===== src/rtl/spi_eeprom_bridge_if.sv =====
// spi_eeprom_bridge_if: parallel byte bus between a CPU-side requester
// and the SPI EEPROM bridge (start/ready handshake).
interface spi_eeprom_bridge_if;
    logic [15:0] address;
    logic [7:0]  data_in;
    logic [7:0]  data_out;
    logic        start;
    logic        write_enable;
    logic        ready;

    modport master (
        output address,
        output data_in,
        output start,
        output write_enable,
        input  data_out,
        input  ready
    );

    modport slave (
        input  address,
        input  data_in,
        input  start,
        input  write_enable,
        output data_out,
        output ready
    );
endinterface


===== src/rtl/spi_eeprom_bridge.sv =====
// spi_eeprom_bridge: single-byte read/write requests turned into 25LC-style
// SPI mode-0 transactions; writes run WREN, WRITE, then RDSR polling.
module spi_eeprom_bridge #(
    parameter int CLK_DIV = 2
) (
    input  logic               clk,
    input  logic               reset,
    spi_eeprom_bridge_if.slave bus,
    output logic               spi_cs,
    output logic               spi_clk,
    output logic               spi_do,
    input  logic               spi_di
);

    typedef enum logic [1:0] {IDLE, SHIFT, GAP, DONE} state_t;
    typedef enum logic [1:0] {P_READ, P_WREN, P_WRITE, P_POLL} phase_t;

    localparam logic [7:0] DIV_LAST = 8'(CLK_DIV - 1);

    state_t      state;
    phase_t      phase;
    phase_t      nxt_phase;
    logic [30:0] shreg;
    logic [5:0]  bit_cnt;
    logic [7:0]  div;
    logic [7:0]  cap;
    logic [15:0] addr_q;
    logic [7:0]  data_q;

    logic        launch;
    logic        finish;
    logic [15:0] nxt_addr;
    logic [7:0]  nxt_data;
    logic [31:0] nxt_frame;
    logic [5:0]  nxt_last;

    always_comb begin
        launch    = 1'b0;
        finish    = 1'b0;
        nxt_phase = phase;
        nxt_addr  = addr_q;
        nxt_data  = data_q;
        unique case (state)
            IDLE, DONE: begin
                if (bus.start) begin
                    launch    = 1'b1;
                    nxt_phase = bus.write_enable ? P_WREN : P_READ;
                    nxt_addr  = bus.address;
                    nxt_data  = bus.data_in;
                end
            end
            GAP: begin
                if (div == DIV_LAST) begin
                    unique case (phase)
                        P_WREN: begin
                            launch    = 1'b1;
                            nxt_phase = P_WRITE;
                        end
                        P_WRITE: begin
                            launch    = 1'b1;
                            nxt_phase = P_POLL;
                        end
                        P_POLL: begin
                            // cap[0] is the WIP bit of the last status byte
                            launch = cap[0];
                            finish = ~cap[0];
                        end
                        P_READ: finish = 1'b1;
                    endcase
                end
            end
            default: ;
        endcase
    end

    // Frames are left-aligned; nxt_last is the bit count minus one.
    always_comb begin
        nxt_frame = {8'h05, 24'h0};
        nxt_last  = 6'd15;
        unique case (nxt_phase)
            P_READ: begin
                nxt_frame = {8'h03, nxt_addr, 8'h00};
                nxt_last  = 6'd31;
            end
            P_WREN: begin
                nxt_frame = {8'h06, 24'h0};
                nxt_last  = 6'd7;
            end
            P_WRITE: begin
                nxt_frame = {8'h02, nxt_addr, nxt_data};
                nxt_last  = 6'd31;
            end
            P_POLL: begin
                nxt_frame = {8'h05, 24'h0};
                nxt_last  = 6'd15;
            end
        endcase
    end

    always_ff @(posedge clk) begin
        if (reset) begin
            state        <= IDLE;
            phase        <= P_READ;
            shreg        <= '0;
            bit_cnt      <= '0;
            div          <= '0;
            cap          <= '0;
            addr_q       <= '0;
            data_q       <= '0;
            spi_cs       <= 1'b1;
            spi_clk      <= 1'b0;
            spi_do       <= 1'b0;
            bus.ready    <= 1'b1;
            bus.data_out <= 8'h00;
        end else if (launch) begin
            state     <= SHIFT;
            phase     <= nxt_phase;
            addr_q    <= nxt_addr;
            data_q    <= nxt_data;
            shreg     <= nxt_frame[30:0];
            spi_do    <= nxt_frame[31];
            bit_cnt   <= nxt_last;
            div       <= '0;
            spi_cs    <= 1'b0;
            spi_clk   <= 1'b0;
            bus.ready <= 1'b0;
        end else if (finish) begin
            state     <= DONE;
            bus.ready <= 1'b1;
            if (phase == P_READ) begin
                bus.data_out <= cap;
            end
        end else begin
            unique case (state)
                IDLE: ;
                DONE: state <= IDLE;
                SHIFT: begin
                    if (div == DIV_LAST) begin
                        div <= '0;
                        if (!spi_clk) begin
                            spi_clk <= 1'b1;
                            cap     <= {cap[6:0], spi_di};
                        end else if (bit_cnt == 6'd0) begin
                            spi_clk <= 1'b0;
                            spi_cs  <= 1'b1;
                            spi_do  <= 1'b0;
                            state   <= GAP;
                        end else begin
                            spi_clk <= 1'b0;
                            bit_cnt <= bit_cnt - 6'd1;
                            spi_do  <= shreg[30];
                            shreg   <= {shreg[29:0], 1'b0};
                        end
                    end else begin
                        div <= div + 8'd1;
                    end
                end
                GAP: div <= div + 8'd1;
            endcase
        end
    end

endmodule

===== src/flat_wrapper.sv =====
// flat-port wrapper written by rule: the top's interface ports become plain ports
module spi_eeprom_bridge_flat 
#(
    parameter int CLK_DIV = 2
)
  (clk, reset, spi_cs, spi_clk, spi_do, spi_di, bus_address, bus_data_in, bus_start, bus_write_enable, bus_data_out, bus_ready);
  spi_eeprom_bridge_if bus_i ();
  input  logic clk;
  input  logic reset;
  output logic spi_cs;
  output logic spi_clk;
  output logic spi_do;
  input  logic spi_di;
  input wire logic [$bits(bus_i.address)-1:0] bus_address;
  input wire logic [$bits(bus_i.data_in)-1:0] bus_data_in;
  input wire logic [$bits(bus_i.start)-1:0] bus_start;
  input wire logic [$bits(bus_i.write_enable)-1:0] bus_write_enable;
  output wire logic [$bits(bus_i.data_out)-1:0] bus_data_out;
  output wire logic [$bits(bus_i.ready)-1:0] bus_ready;
  assign bus_i.address = bus_address;
  assign bus_i.data_in = bus_data_in;
  assign bus_i.start = bus_start;
  assign bus_i.write_enable = bus_write_enable;
  assign bus_data_out = bus_i.data_out;
  assign bus_ready = bus_i.ready;
  spi_eeprom_bridge #(.CLK_DIV(CLK_DIV)) u_core (.clk(clk), .reset(reset), .bus(bus_i), .spi_cs(spi_cs), .spi_clk(spi_clk), .spi_do(spi_do), .spi_di(spi_di));
endmodule

===== config.mk =====
export PLATFORM = sky130hd
export DESIGN_NAME = spi_eeprom_bridge_flat
export DESIGN_NICKNAME = d
export VERILOG_FILES = /design/src/rtl/spi_eeprom_bridge_if.sv /design/src/rtl/spi_eeprom_bridge.sv /design/src/flat_wrapper.sv
export SDC_FILE = /design/constraint.sdc
export NUM_CORES = 1
export LEC_CHECK = 0
export ABC_AREA = 1
export CAP_MARGIN = 10
export CORE_MARGIN = 4
export CORE_UTILIZATION = 55
export DETAILED_ROUTE_END_ITERATION = 16
export PLACE_DENSITY = 0.77
export SYNTH_ARGS = -nofsm -noshare
export SYNTH_HDL_FRONTEND = slang
export SYNTH_SLANG_ARGS = --single-unit

===== constraint.sdc =====
create_clock -name clk -period 7.7 [get_ports clk]
set_clock_uncertainty 0.2 [all_clocks]
set_input_delay 1.925 -clock clk [delete_from_list [all_inputs] [get_ports clk]]
set_output_delay 1.925 -clock clk [all_outputs]
set_load 0.05 [all_outputs]

==> results.sh, run 1 <==
export IMPL_worst_slew_margin_rel_pct=41.72
export IMPL_drt_iter0_drc=279
export IMPL_synth_area_per_cell_um2=6.782
export IMPL_register_area_um2=1862
export IMPL_dpl_hpwl_mm=7.346
export IMPL_cts_num_sinks=93
export IMPL_tightestPinTransition_ns=0.8732
export IMPL_path_max_fanout=59
export IMPL_avgViaCountPerCell=5.491
export IMPL_grt_pass1_vias=4160
export IMPL_fin_area_um2=5274
export IMPL_grt_usage_pct=23.71
export IMPL_cp_end_kind="flip-flop"
export IMPL_holdCritPathClass="flip-flop to flip-flop"
export IMPL_dpl_cell_area_um2=5042
export IMPL_worstSkewPairLatency_ns=0.37
export IMPL_fmax_ghz=0.1948
export IMPL_cts_root_buffer_cell="clkbuf_8"
export IMPL_cts_hold_buf=0
export IMPL_die_w_um=100.0
export IMPL_start_kind="primary input"
export IMPL_coreArea_um2=8217
export IMPL_top_layer="met4"
export IMPL_place_congestion=0.8746
export IMPL_routed_wl_mm=11.19
export IMPL_dp_slack_ns=2.271
export IMPL_ys_warn_count=0
export IMPL_area_delta_synth_final_pct=13.18
export IMPL_final_min_clock_period_ns=5.134
export IMPL_grt_antenna_before_repair=0
export IMPL_hold_viol_final=0
export IMPL_syn_num_nets=730
export IMPL_antenna_left=0
export IMPL_die_area_um2=10010
export IMPL_rsz0062_at_grt="false"
export IMPL_grt_pass1_wl_mm=19.44
export IMPL_drc_errors=0
export IMPL_drt_met1_wl_mm=5.087
export IMPL_fp_dieH_um=100.0
export IMPL_start_util_pct=56.71
export IMPL_wl_met3_um=689
export IMPL_drtPass1Iterations=5
export IMPL_ir_drop_v=0.0001079
export IMPL_post_drt_wl_per_cell_um=13.70
export IMPL_clk_pin_slew_ns=0.10
export IMPL_drive_gt1_share_pct=5.478
export IMPL_finalCritPeriodShare_pct=66.68
export IMPL_grt_start_max_net_pins=69
export IMPL_ys_seq_elements=93
export IMPL_clk_path_buf_depth=2
export IMPL_ys_types=35
export IMPL_ys_seq_area_share_pct=39.96
export IMPL_multi_input_area_um2=2469
export IMPL_cts_resized=0
export IMPL_tns_ns=0
export IMPL_setup_viol=0
export IMPL_io_pins=41
export IMPL_num_vias=4486
export IMPL_synth_top_cell_area_share_pct=39.96
export IMPL_cts_tree="done"
export IMPL_num_rows=33
export IMPL_grt_overflow_total=0
export IMPL_critPathArrivalTime_ns=5.25
export IMPL_yosys_area_top_type="dfxtp_1"
export IMPL_layout_setup_ws_ns=2.566
export IMPL_p_per_area_nw_per_um2=215.7
export IMPL_fillers=720
export IMPL_utilization_pct=64.18
export IMPL_nets=750
export IMPL_status="complete, no violations"
export IMPL_crit_type="primary input to flip-flop"
export IMPL_crit_required_ns=7.81
export IMPL_p_leak_nw=2.300
export IMPL_cts_buffers=9
export IMPL_yosys_top_cells_area="dfxtp_1 (40%), nand2_1 (16%), nor2_1 (7.7%)"
export IMPL_port_buffers=40
export IMPL_drv_cap=0
export IMPL_num_antenna_cells=0
export IMPL_htreeDepth=3
export IMPL_dr_wl_met2_mm=5.282
export IMPL_synth_cells=687
export IMPL_final_max_slew_viol_count=0
export IMPL_netlist_area_um2=4659
export IMPL_post_cts_buffers=0
[area by class of cell]
class                      instances  area share [%]
tap                              105           2.491
inverter                          40           2.847
clock buffer                      10           2.610
timing repair buffer              44           8.161
clock inverter                     6           1.779
multi-input combinational        519           46.81
sequential                        93           35.30
[Yosys cell counts (all sizes together)]
master    n
nand2   199
nor2    101
dfxtp    93
o21ai    72
nand3    62
inv      39
a21oi    37
clkbuf   19
buf      16
ha       14
nand4    11
nor3      5
mux2      4
nand3b    4
o31ai     2
xnor2     2
xor2      2
clkinv    1
nor3b     1
o211ai    1
o22ai     1
or2       1
[cells in the final DEF, fill, tap and decap left out, types with 5 or more instances in the layout]
| cell | netlist | layout |
|---|---|---|
| nand2_1 | 195 | 195 |
| clkbuf_8 | 0 | 10 |
| clkdlybuf4s50_1 | 0 | 40 |
| a21oi_1 | 36 | 35 |
| ha_1 | 14 | 14 |
| nand4_1 | 10 | 10 |
| nand3_1 | 61 | 61 |
| nor2_1 | 96 | 96 |
| dfxtp_1 | 93 | 93 |
| nor3_1 | 5 | 5 |
| o21ai_0 | 67 | 67 |
| inv_1 | 38 | 38 |
[logic make-up (layout without fill, tap and decap cells)]
family,after synthesis,in the layout,share of synthesized area [%]
AND/OR/NAND/NOR,384,384,34.94
AO/OA/AOI/OAI,113,113,12.49
flip-flops,93,93,39.96
buffers and inverters,75,100,7.143
adder cells (fa/ha/maj),14,14,3.759
XOR/XNOR,4,4,0.7520
multiplexers,4,4,0.9666
[worst max-delay path: stages]
cell and delay (ns):
clkdlybuf4s50_1 0.86, nand2_1 0.33, nand2_4 0.13, nand2_4 0.46
nand2_1 0.41, inv_1 0.76, o21ai_0 0.23, nor2_1 0.12
[power breakdown]
part	internal (mW)	switching (mW)
Clock	0.195	0.186
Sequential	0.514	0.0194
Combinational	0.0751	0.148
Total	0.784	0.354
[registers in the layout, indices dropped and copies added (netlist names)]
register	flops
u_core.spi_clk	1
u_core.spi_cs	1
u_core.phase	2
u_core.data_q	8
u_core.div	8
u_core.state	2
u_core.bit_cnt	6
u_core.bus.ready	1
u_core.bus.data_out	8
u_core.spi_do	1
u_core.addr_q	16
u_core.cap	8
u_core.shreg	31
[path summary, 6_finish.rpt]
check	from	endpoint	slack (ns)	depth (start not counted)
max reg2reg	u_core.state[0]$_SDFFE_PP0P_	u_core.shreg[29]$_SDFFE_PP0P_	3.96	9
min	u_core.addr_q[3]$_SDFFE_PP0P_	u_core.addr_q[3]$_SDFFE_PP0P_	0.25	2
max	bus_start	u_core.shreg[29]$_SDFFE_PP0P_	2.57	8
min reg2reg	u_core.addr_q[3]$_SDFFE_PP0P_	u_core.addr_q[3]$_SDFFE_PP0P_	0.25	2
[routing by layer]
layer | GRT usage (%) | vias to the layer above
met5 | 0 | -
met3 | 5.281 | 15
met1 | 32.46 | 2064
li1 | - | 2267
met4 | 6.632 | 0
met2 | 37.81 | 140
[per-stage QoR]
| step | cells | hold WS, ns | total power [mW] |
|---|---|---|---|
| finish | 817 | 0.2525 | 1.138 |
| global route | 817 | 0.2837 | 1.198 |
| global placement | 801 | 0.2278 | 0.7575 |
| floorplan | 687 | 0.2133 | 0.7099 |
| CTS | 817 | 0.2530 | 1.138 |
| detailed placement | 801 | 0.2332 | 0.7631 |
Power figures use the tool's default switching activity.
==> inputs of run 2 (changes only) <==
Settings changed: CORE_UTILIZATION 55 to 52, PLACE_DENSITY 0.77 to 0.76.
Clock period 7.7 ns to 4.7 ns, I/O delays scaled along.
==> results.sh, run 2 (synthesis gave the netlist of run 1 again) <==
export IMPL_drc_errors=0
export IMPL_final_min_clock_period_ns=3.715
export IMPL_total_power_mw=1.841
export IMPL_grt_overflow_total=0
export IMPL_coreArea_um2=8721
export IMPL_antenna_left=0
export IMPL_drt_iter0_drc=226
export IMPL_die_area_um2=10540
export IMPL_drive_gt1_share_pct=5.602
export IMPL_multi_input_area_um2=2469
export IMPL_finalCritPeriodShare_pct=79.04
export IMPL_tns_ns=0
export IMPL_clk_pin_slew_ns=0.10
export IMPL_layout_cells_non_filler=822
export IMPL_final_max_slew_viol_count=0
export IMPL_cp_end_kind="flip-flop"
export IMPL_fillers=786
export IMPL_crit_type="primary input to flip-flop"
export IMPL_drtPass1Iterations=5
export IMPL_area_delta_synth_final_pct=13.37
export IMPL_regMostFlops="u_core.shreg"
export IMPL_grt_pass1_wl_mm=18.57
export IMPL_hold_viol_final=0
export IMPL_port_buffers=40
export IMPL_path_max_fanout=22
export IMPL_cts_num_sinks=93
export IMPL_die_w_um=102.7
export IMPL_max_stage_delay_ns=0.44
export IMPL_num_rows=34
export IMPL_place_congestion=0.8266
export IMPL_grt_pass1_vias=4051
export IMPL_worst_path_max_delay_cell="clkdlybuf4s50_1"
export IMPL_top_regs="u_core.shreg x31, u_core.addr_q x16"
export IMPL_grt_usage_pct=21.55
export IMPL_crit_family="simple AND/OR/NAND/NOR gates"
export IMPL_drv_cap=0
export IMPL_fmax_ghz=0.2692
export IMPL_rsz0062_at_grt="false"
export IMPL_start_util_pct=53.43
export IMPL_routed_wl_mm=10.91
export IMPL_utilization_pct=60.57
export IMPL_final_common_cell="nand2_1"
export IMPL_worst_slew_margin_rel_pct=46.58
export IMPL_grt_start_max_net_pins=68
export IMPL_p_leak_nw=2.303
export IMPL_dpl_hpwl_mm=7.306
export IMPL_crit_chain="clkdlybuf4s50_1, buf_4, nand4_1, nand2_1, inv_1, nand3_1, inv_1, ha_1, inv_1, nor2_1, nand4_1, nand2_1, nor2_1, nor2_1"
export IMPL_critPathBufInv=5
export IMPL_tightestPinTransition_ns=0.8013
export IMPL_dp_cells=806
export IMPL_p_per_area_nw_per_um2=348.6
export IMPL_nets=752
export IMPL_ir_drop_v=0.0001716
export IMPL_grt_antenna_before_repair=0
export IMPL_setup_viol=0
export IMPL_num_antenna_cells=0
export IMPL_clk_path_buf_depth=2
export IMPL_cts_resized=0
export IMPL_fp_dieH_um=102.7
export IMPL_io_pins=41
export IMPL_cts_hold_buf=0
export IMPL_post_drt_wl_per_cell_um=13.27
export IMPL_worstSkewPairLatency_ns=0.37
export IMPL_holdCritPathClass="flip-flop to flip-flop"
export IMPL_htreeDepth=3
export IMPL_register_area_um2=1862
export IMPL_crit_required_ns=4.80
export IMPL_status="complete, no violations"
export IMPL_critPathArrivalTime_ns=3.81
export IMPL_mostFrequentLayoutCells="nand2_1 (195), nor2_1 (96), dfxtp_1 (93)"
export IMPL_largest_reg_flops=31
export IMPL_cts_tree="done"
export IMPL_post_cts_buffers=0
export IMPL_avgViaCountPerCell=5.464
export IMPL_cts_root_buffer_cell="clkbuf_8"
export IMPL_num_vias=4491
export IMPL_start_kind="primary input"
export IMPL_cts_buffers=9
==> run 2: layout make-up <==
cell class | count | share of cell area (%)
multi-input cells | 519 | 46.73
flip-flops and latches | 93 | 35.24
repair buffers | 46 | 8.432
inverters | 40 | 2.842
well taps | 108 | 2.558
clock buffers | 10 | 2.416
clock inverters | 6 | 1.776
==> run 2: stage by stage <==
stage               setup slack, ns  instance area [um2]  hold WS [ns]
global placement             0.8045                 5061        0.2271
detailed placement           0.6387                 5061        0.2322
finish                       0.9853                 5283        0.2516
floorplan                     1.850                 4659        0.2133
CTS                          0.9827                 5283        0.2534
global route                 0.6643                 5283        0.2692
==> run 2: worst paths after layout <==
| kind | from | slack, ns | depth (start not counted) | end |
|---|---|---|---|---|
| max | bus_start | 0.99 | 14 | u_core.shreg[1]$_SDFFE_PP0P_ |
| max reg2reg | u_core.state[0]$_SDFFE_PP0P_ | 1.14 | 13 | u_core.shreg[1]$_SDFFE_PP0P_ |
| min | u_core.addr_q[14]$_SDFFE_PP0P_ | 0.25 | 2 | u_core.addr_q[14]$_SDFFE_PP0P_ |
| min reg2reg | u_core.addr_q[14]$_SDFFE_PP0P_ | 0.25 | 2 | u_core.addr_q[14]$_SDFFE_PP0P_ |
==> run 2: worst register-to-register path: cells and delay by family (launching register included) <==
kind | cells | cell delay, ns
AO/OA/AOI/OAI | 1 | 0.38
AND/OR/NAND/NOR | 7 | 1.06
flip-flops | 1 | 0.39
buffers and inverters | 3 | 0.29
adder cells (fa/ha/maj) | 2 | 1.17
==> run 2: report_power, final <==
| group | internal, mW | switching, mW | leakage, nW |
|---|---|---|---|
| combinational | 0.125 | 0.240 | 1.44 |
| sequential | 0.842 | 0.0313 | 0.758 |
| clock | 0.305 | 0.299 | 0.107 |
==> run 2: metal layers <==
metal / global-route usage (%) / wire length, um / up-vias
li1: - / - / 2275
met1: 28.65 / 5036 / 2079
met2: 36.05 / 5167 / 120
met3: 2.909 / 529 / 17
met4: 7.265 / 173 / 0
met5: 0 / 0 / -
